<file path="config.mk">
export PLATFORM = sky130hd
export DESIGN_NAME = mmac_operand_feeder
export DESIGN_NICKNAME = d
export VERILOG_FILES = /design/src/rtl/mmac_operand_feeder.sv
export SDC_FILE = /design/constraint.sdc
export NUM_CORES = 1
export LEC_CHECK = 0
export CAP_MARGIN = 20
export CORE_ASPECT_RATIO = 2
export CORE_MARGIN = 1
export CORE_UTILIZATION = 50
export DETAILED_ROUTE_END_ITERATION = 12
export GPL_ROUTABILITY_DRIVEN = 1
export GPL_TIMING_DRIVEN = 0
export PLACE_DENSITY = 0.72
export REMOVE_ABC_BUFFERS = 1
export SYNTH_ARGS = -nofsm -noshare
export SYNTH_HDL_FRONTEND = slang
export SYNTH_SLANG_ARGS = --single-unit
</file>
<file path="constraint.sdc">
create_clock -name clock -period 4.5 [get_ports clock]
set_input_delay 1.35 -clock clock [delete_from_list [all_inputs] [get_ports clock]]
set_output_delay 1.35 -clock clock [all_outputs]
set_load 0.1 [all_outputs]
</file>
<file path="src/rtl/mmac_operand_feeder.sv">
// Operand sequencer for matrix_mac_unit: buffers A and B, streams A[i][k]/B[k][j] pairs and returns C[i][j].
// Optional abort input is enabled by defining MMAC_FEEDER_ABORT_EN.
module mmac_operand_feeder #(
  parameter int unsigned DATA_WIDTH = 16,
  parameter int unsigned M_SIZE     = 4
) (
  input  logic                      clock,
  input  logic                      reset,
  input  logic                      load_valid,
  output logic                      load_ready,
  input  logic                      load_sel,
  input  logic [DATA_WIDTH-1:0]     load_data,
  input  logic                      start,
`ifdef MMAC_FEEDER_ABORT_EN
  input  logic                      abort,
`endif
  output logic                      busy,
  output logic                      mac_clear,
  output logic                      mac_enable,
  output logic [DATA_WIDTH-1:0]     mac_a,
  output logic [DATA_WIDTH-1:0]     mac_b,
  input  logic [DATA_WIDTH-1:0]     mac_result,
  output logic                      out_valid,
  input  logic                      out_ready,
  output logic [DATA_WIDTH-1:0]     out_data,
  output logic [$clog2(M_SIZE)-1:0] out_row,
  output logic [$clog2(M_SIZE)-1:0] out_col,
  output logic                      done
);

  localparam int unsigned IW    = $clog2(M_SIZE);
  localparam int unsigned DEPTH = M_SIZE * M_SIZE;
  localparam int unsigned PW    = $clog2(DEPTH);
  localparam logic [IW-1:0] IDX_LAST = IW'(M_SIZE - 1);
  localparam logic [PW-1:0] PTR_LAST = PW'(DEPTH - 1);

  typedef enum logic [2:0] {
    S_IDLE,
    S_CLEAR,
    S_FEED,
    S_CAPTURE,
    S_OUTPUT
  } state_t;

  state_t state, state_n;

  logic [IW-1:0] i_q, j_q, k_q;
  logic [IW-1:0] i_n, j_n, k_n;
  logic [PW-1:0] a_ptr, b_ptr;
  logic          a_full, b_full;

  logic [DATA_WIDTH-1:0] a_mem [DEPTH];
  logic [DATA_WIDTH-1:0] b_mem [DEPTH];

  logic                  load_fire;
  logic                  start_fire;
  logic                  abort_req;
  logic                  clear_n;
  logic                  enable_n;
  logic                  done_n;
  logic [DATA_WIDTH-1:0] a_n, b_n;

`ifdef MMAC_FEEDER_ABORT_EN
  assign abort_req = abort;
`else
  assign abort_req = 1'b0;
`endif

  // Loads and starts are only honoured while idle; a concurrent load wins over start.
  assign load_fire  = (state == S_IDLE) && load_valid;
  assign start_fire = (state == S_IDLE) && start && !load_valid && a_full && b_full;

  // Row-major flattening of a (row, col) pair into a buffer address.
  function automatic logic [PW-1:0] flat(input logic [IW-1:0] r, input logic [IW-1:0] c);
    return PW'(PW'(r) * PW'(M_SIZE) + PW'(c));
  endfunction

  // Next-state, next-counter and next-output decode.
  always_comb begin
    state_n = state;
    i_n     = i_q;
    j_n     = j_q;
    k_n     = k_q;
    done_n  = 1'b0;

    case (state)
      S_IDLE: begin
        if (start_fire) begin
          state_n = S_CLEAR;
          i_n     = '0;
          j_n     = '0;
          k_n     = '0;
        end
      end
      S_CLEAR: begin
        state_n = S_FEED;
        k_n     = '0;
      end
      S_FEED: begin
        if (k_q == IDX_LAST) begin
          state_n = S_CAPTURE;
        end else begin
          k_n = k_q + 1'b1;
        end
      end
      S_CAPTURE: begin
        state_n = S_OUTPUT;
      end
      S_OUTPUT: begin
        if (out_ready) begin
          if (j_q == IDX_LAST) begin
            j_n = '0;
            i_n = (i_q == IDX_LAST) ? '0 : i_q + 1'b1;
          end else begin
            j_n = j_q + 1'b1;
          end
          if ((i_q == IDX_LAST) && (j_q == IDX_LAST)) begin
            state_n = S_IDLE;
            done_n  = 1'b1;
          end else begin
            state_n = S_CLEAR;
          end
        end
      end
      default: begin
        state_n = S_IDLE;
      end
    endcase

    if (abort_req && (state != S_IDLE)) begin
      state_n = S_IDLE;
      done_n  = 1'b0;
    end

    // MAC drive is registered so it lines up with the state it belongs to.
    clear_n  = (state_n == S_CLEAR);
    enable_n = (state_n == S_FEED);
    a_n      = enable_n ? a_mem[flat(i_n, k_n)] : '0;
    b_n      = enable_n ? b_mem[flat(k_n, j_n)] : '0;
  end

  // State, counters, load pointers and registered outputs.
  always_ff @(posedge clock) begin
    if (reset) begin
      state      <= S_IDLE;
      i_q        <= '0;
      j_q        <= '0;
      k_q        <= '0;
      a_ptr      <= '0;
      b_ptr      <= '0;
      a_full     <= 1'b0;
      b_full     <= 1'b0;
      load_ready <= 1'b1;
      busy       <= 1'b0;
      mac_clear  <= 1'b0;
      mac_enable <= 1'b0;
      mac_a      <= '0;
      mac_b      <= '0;
      out_valid  <= 1'b0;
      out_data   <= '0;
      out_row    <= '0;
      out_col    <= '0;
      done       <= 1'b0;
    end else begin
      state      <= state_n;
      i_q        <= i_n;
      j_q        <= j_n;
      k_q        <= k_n;
      load_ready <= (state_n == S_IDLE);
      busy       <= (state_n != S_IDLE);
      mac_clear  <= clear_n;
      mac_enable <= enable_n;
      mac_a      <= a_n;
      mac_b      <= b_n;
      out_valid  <= (state_n == S_OUTPUT);
      done       <= done_n;

      if ((state == S_CAPTURE) && (state_n == S_OUTPUT)) begin
        out_data <= mac_result;
        out_row  <= i_q;
        out_col  <= j_q;
      end

      if (load_fire) begin
        if (load_sel) begin
          b_ptr <= (b_ptr == PTR_LAST) ? '0 : b_ptr + 1'b1;
          if (b_ptr == PTR_LAST) b_full <= 1'b1;
        end else begin
          a_ptr <= (a_ptr == PTR_LAST) ? '0 : a_ptr + 1'b1;
          if (a_ptr == PTR_LAST) a_full <= 1'b1;
        end
      end
    end
  end

  // Operand storage is not reset; the full flags gate its use.
  always_ff @(posedge clock) begin
    if (load_fire) begin
      if (load_sel) begin
        b_mem[b_ptr] <= load_data;
      end else begin
        a_mem[a_ptr] <= load_data;
      end
    end
  end

endmodule

</file>
## After elaboration in Yosys (flattened, before gate mapping)

Memory sizes are Yosys's and may differ from the RTL's. A register that Yosys moved wholly into a read port is not among the register bits.
Cells that the tools add are included.

| operators by class | value |
|---|---|
| $add $sub $neg | 7 |
| equal/unequal tests | 12 |
| muxes and demuxes | 26 |
| bitwise operators | 4 |
| reductions and logical operators | 17 |

Operators by type and width:

| operator | count |
|---|---|
| 2-to-1 mux 2 bit | 9 |
| one-hot mux 3 bit (5 select lines) | 1 |
| equality test 3 x 2 -> 1 bit (second input constant) | 3 |
| 2-to-1 mux 3 bit | 3 |
| adder 4 x 1 -> 4 bit (second input constant) | 2 |
| adder 4 x 2 -> 4 bit | 2 |
| equality test 4 bit (second input constant) | 2 |
| 2-to-1 mux 1 bit | 8 |
| 2-to-1 mux 4 bit | 2 |
| one-hot mux 2 bit (2 select lines) | 2 |
| logical AND 1 bit | 7 |
| adder 2 x 1 -> 2 bit (second input constant) | 3 |
| equality test 2 bit (second input constant) | 3 |
| equality test 3 x 1 -> 1 bit (second input constant) | 2 |
| equality test 3 bit (second input constant) | 2 |
| zero test 3 bit | 2 |
| one-hot mux 2 bit (3 select lines) | 1 |
| AND reduction 3 bit | 2 |
| inverter 1 bit | 4 |
| AND reduction 2 bit | 2 |
| nonzero test 3 bit | 1 |
| OR reduction 3 bit | 1 |
| OR reduction 2 bit | 1 |
| zero test 1 bit | 1 |

| storage, ports and cells | value |
|---|---|
| register bits | 45 |
| bits in writable memories | 512 |
| bits of input ports | 38 |
| word-level logic and storage cells | 85 |
| memories kept | 2 |

Memory list:

| name | depth | bits a word | read ports | clocked after memory_dff | write ports | line | text |
|---|---|---|---|---|---|---|---|
| a_mem | 16 | 16 | 1 | 1 | 1 | 52 | `logic [DATA_WIDTH-1:0] a_mem [DEPTH];` |
| b_mem | 16 | 16 | 1 | 1 | 1 | 53 | `logic [DATA_WIDTH-1:0] b_mem [DEPTH];` |

## Longest topological paths before layout

| depth | value |
|---|---|
| depth in word-level cells | 10 |
| mapped depth | 11 |
| mapped depth without buffers | 8 |

## Worst setup path after synthesis

OpenSTA, ideal clock, no wires.

| timing | value |
|---|---|
| path type | input port to flip-flop |
| from | input load_sel |
| to | memory b_mem[3][0], enable pin |
| setup time | 409 ps |
| arrival | 3036 ps |
| required time | 4091 ps |
| setup slack | 1055 ps |
| cell stages on the path | 4 |
| path buffers | 1 |
| path through | and3_1 > clkbuf_1 > nand2_1 > nor3_1 |

| between the ends | value |
|---|---|
| word-level cells in the longest chain between the ends | 3 |

Ends and longest elaborated chain:

| what | line | text |
|---|---|---|
| start: declaration | 11 | `input logic load_sel,` |
| 2-to-1 mux 1 bit | 199 | `if (load_sel) begin` |
| 2-to-1 mux 1 bit | 198 | `if (load_fire) begin` |
| 2-to-1 mux 1 bit (implied by the code) | 200 | `b_mem[b_ptr] <= load_data;` |
| end: declaration | 53 |  |

No other way between the ends.

## Final worst setup path

| timing | value |
|---|---|
| from | input start |
| to | register mac_a[10] (read register of a_mem) |

| between the ends | value |
|---|---|
| word-level cells in the longest chain between the ends | 9 |
| elaborated cells between the ends (all ways) | 14 |
| those cells by class | add/sub (1); eq/ne (1); mux (6); bitwise (1); reduce/logical (5) |

Ends and longest elaborated chain:

| what | line | text |
|---|---|---|
| start: declaration | 13 | `input logic start,` |
| logical AND 1 bit (*) (4 in a row) | 71 | `assign start_fire = (state == S_IDLE) && start && !load_valid && a_full && b_full;` |
| branches (longest 5 deep; another with adder 4 x 2 -> 4 bit) | n/a |  |
| end: declaration | 20 | `output logic [DATA_WIDTH-1:0] mac_a,` |

Mark *: on every way between the ends.
A chain may end at the register's enable or synchronous reset.

==> results <==
- Hold is met by 0.453 ns.
- The cell area after layout is 0.0278 mm2.
- Relative to the synthesized area, the layout overhead comes to 17.3%.
- The worst-case clock buffer depth is 3.
- In this run the power density over the cells is 365 mW/mm2.
- The clock-pin slew on the worst setup and hold paths is 0.07 ns.
- Across the VDD grid, the largest voltage drop is 0.000278 V.
- The final layout contains 1795 nets.
- The number of buffers added by the clock tree synthesis step is 48.
- The number of inserted filler cells in the final layout is 3378.
- The library cell used as clock root buffer is sky130_fd_sc_hd__clkbuf_16.
- After legalization and detailed placement, the total HPWL measured 37300 um.
- The total congestion overflow is 0.
- The synthesized area per cell is 14.4 um2.
- Setup repair after global routing left no endpoint under its margin.
- The cell area that synthesis handed to floorplanning was 0.0237 mm2.
- The final-report hold violation count came to 0.
- At the pin with the least slew margin, the transition time is 1.12 ns.
- The initial utilization of the core area, before any placement, comes to 0.508.
- The width of the die is 156 um.
- The share of async-settable or async-resettable flops after synthesis is 0.
- The count of clock tree sinks is 589.
- In the routed layout, each cell is associated on average with a via count of 6.27.
- The clock insertion delay at the later pin of the skew report is 0.58 ns.
- For this run, the number of Yosys warnings is 0.
- Prior to clock tree synthesis, the placed netlist has a worst setup slack of -1.13 ns.
- The combined area of the multi-input logic cells is 0.00647 mm2.
- The worst setup slack for register-to-register paths is 0.58 ns.
- The number of detailed-route iterations in the first pass is 7.
- Counting flops and latches in the post-synthesis netlist gives 589.
- The type of the tightest min-delay check is reg -> reg.
- The commonest non-fill, non-tap cell in the layout is sky130_fd_sc_hd__edfxtp_1.
- Of all nets on the critical path, the largest fanout is 16.
- The top-level I/O count is 96.
- The critical path required time is 4.93 ns.
- The count of nets left with antenna violations after detail routing is 0.
- At the worst endpoint, the arrival time is 4.78 ns.
- The post-route total power is 10.2 mW.
- The via count is 15125.
- The critical path starts at start.
- The core region area is 0.0467 mm2.
- At the end of routability-driven placement, the weighted congestion stood at 0.846.
- In the routed design, unresolved DRC markers number 0.
- The sequential cell area is 0.0169 mm2.
- The maximum number of pins on one net before global-route repair is 83.
- Internal power comes to 8.14 mW.
- The kind of end point of the critical path is a register.
- The initial antenna violation count came to 0.
- Once layout is complete, the utilization of the core stands at 0.596.
- For this run, the register share of the synthesized area comes to 0.713.
- Summing all placed instances gives a cell area of 0.0261 mm2.
- The max-slew violation count came to 0.
- Setup slack on the critical path of the routed design comes to 0.146 ns.
- Synthesis instantiated 63 different standard cells from the library.
- Row generation in the floorplan step produced 112 rows.
- For this design the static power due to leakage is 9.73 nW.
- The part of the power in combinational logic is 0.020.
- Between clock sinks in the finished design, the worst skew comes to 0.0173 ns.
- In this run, the number of DRC markers left after iteration 0 of detailed routing was 1263.
- In this run the critical register-to-register path is captured at mac_a[10].
- Of the total power, registers draw 0.587.
- The post-synthesis instance total is 1651.
- The fraction of layout cells with a size suffix above 1 is 0.122.
- TritonCTS built the clock tree.
- The count of buffers inserted at the top-level ports is 95.
- For this design the total switching power over the nets is 2.03 mW.
- The overall track demand over capacity in global routing is 0.243.
- The number of setup violations in the final report is 0.
- The wire length of the first global-routing pass is 87100 um.
- The share of total power dissipated in the clock network is 0.393.
- The category of the most critical setup path is in -> reg.
- In the layout the commonest cells are sky130_fd_sc_hd__edfxtp_1, sky130_fd_sc_hd__a211oi_1, sky130_fd_sc_hd__nand2_1.
- After detailed routing, the average wire length per cell comes to 24.5 um.
- The maximum clock frequency is 230 MHz.
- The tool flagged a number of max-cap violations equal to 0.
- The final layout contains routed wiring with a total length of 59000 um.
- The dominant synthesized flop cell is sky130_fd_sc_hd__edfxtp_1.
- The floorplan step defined a die boundary enclosing 0.0484 mm2.
- Dividing the final minimum period by the clock period gives 0.968.
- In this run, post-CTS hold repair placed 0 buffers.
- In this run the tightest slew margin relative to its limit is 0.254.
- Following the worst setup path forward leads to its endpoint at mac_a[10].
- The antenna diode count is 0.
- STA classifies the critical path startpoint as an input pin.
- The worst register-to-register path begins at j_q[0].
- The minimum clock period is 4.35 ns.
- The switching portion of total power is 0.200.
- The die is 310 um tall.
- The flow ran to the end, and the final reports show no timing, DRC or antenna violations.
- Measured in cells, the most critical reg-to-reg path has a length of 8.
- The clock tree synthesis step divided the H-tree into 2 levels.
- The number of flops mapped to enable cells by yosys is 512.
- The via count of the first global-routing pass is 15156.
## through the flow
step           setup TNS, ns  cells
4_1_cts                    0   2401
6_report                   0   2413
3_3_place_gp         -333.99   2250
5_1_grt                    0   2413
2_1_floorplan         -74.66   1528
3_5_place_dp          -27.54   2309
## layer usage
layer	wire [um]	vias to the layer above	GRT usage	part of all wire
met2	31700	703	0.450	0.54
met5	0	-	0	0
met4	3360	0	0.138	0.057
met1	20400	7538	0.266	0.35
li1	-	6675	-	-
met3	3490	209	0.0295	0.059
## worst max-delay path, stage by stage
cell and delay (ns):
sky130_fd_sc_hd__clkdlybuf4s50_1 0.61, sky130_fd_sc_hd__and4b_1 0.41, sky130_fd_sc_hd__o21ai_1 0.14, sky130_fd_sc_hd__a22oi_1 0.69, sky130_fd_sc_hd__or3_1 0.89, sky130_fd_sc_hd__a211oi_1 0.12
sky130_fd_sc_hd__or4_1 0.56
## timing repair
item,CTS,global route
endpoints found under the setup margin,26,27
pin swaps,2,2
setup buffers,1,3
cloned,2,1
resized for setup,4,2
## cell families after synthesis
kind of cell / count (synthesis) / share of synthesized area
flip-flops: 589 / 0.713
AND/OR/NAND/NOR: 435 / 0.0930
AO/OA/AOI/OAI: 382 / 0.118
buffers and inverters: 130 / 0.0252
multiplexers: 98 / 0.0425
adder cells (fa/ha/maj): 10 / 0.00528
XOR/XNOR: 7 / 0.00259
## layout make-up
cell class	instances	area share
clock buffer	67	0.0469
tap	627	0.0282
timing repair buffer	166	0.0774
sequential	589	0.608
inverter	7	0.000944
multi-input combinational	935	0.232
clock inverter	22	0.00607
## worst min-delay path by stage
stage,startpoint,endpoint,cells after the start,slack [ns]
floorplan,i_q[1],out_row[1],2,0.47
global placement,out_data[14],out_data[14],2,0.44
detailed placement,out_col[0],out_col[0],2,0.45
CTS,out_col[0],out_col[0],2,0.46
global route,out_col[0],out_col[0],2,0.47
finish,out_col[0],out_col[0],2,0.45
## power by group through the flow
stage	clock network (mW)	logic, mW	registers [mW]
5_1_grt	4.23	0.214	5.96
2_1_floorplan	0	0.0466	6.08
6_report	4.00	0.202	5.97
4_1_cts	4.03	0.186	5.97
3_3_place_gp	0	0.163	6.09
3_5_place_dp	0	0.184	6.09
## synth_stat cells, types with 10 or more instances
library cell | number | share of area
sky130_fd_sc_hd__edfxtp_1 | 512 | 0.65
sky130_fd_sc_hd__a211oi_1 | 183 | 0.058
sky130_fd_sc_hd__nand2_1 | 174 | 0.028
sky130_fd_sc_hd__and3_1 | 124 | 0.033
sky130_fd_sc_hd__dfxtp_1 | 77 | 0.065
sky130_fd_sc_hd__mux2i_1 | 77 | 0.032
sky130_fd_sc_hd__clkbuf_1 | 73 | 0.012
sky130_fd_sc_hd__a21oi_1 | 49 | 0.010
sky130_fd_sc_hd__nor2_1 | 45 | 0.0071
sky130_fd_sc_hd__o21ai_0 | 32 | 0.0068
sky130_fd_sc_hd__buf_2 | 30 | 0.0063
sky130_fd_sc_hd__nor3_1 | 24 | 0.0051
sky130_fd_sc_hd__o221ai_1 | 21 | 0.0078
sky130_fd_sc_hd__nand3_1 | 20 | 0.0042
sky130_fd_sc_hd__a31oi_1 | 16 | 0.0042
sky130_fd_sc_hd__or4_1 | 16 | 0.0051
sky130_fd_sc_hd__mux2_2 | 15 | 0.0071
sky130_fd_sc_hd__buf_4 | 13 | 0.0041
sky130_fd_sc_hd__o211a_1 | 11 | 0.0046
sky130_fd_sc_hd__o2bb2ai_1 | 11 | 0.0041
sky130_fd_sc_hd__ha_1 | 10 | 0.0053
## flip-flops by register name (all words and copies together), names as in the netlist, 2 cells and up
name,cells
a_mem,256
b_mem,256
out_col,2
state,3
i_q,2
out_row,2
b_ptr,4
mac_a,16
out_data,16
mac_b,16
j_q,2
a_ptr,4
k_q,2
(Power assumes the default switching activity.)
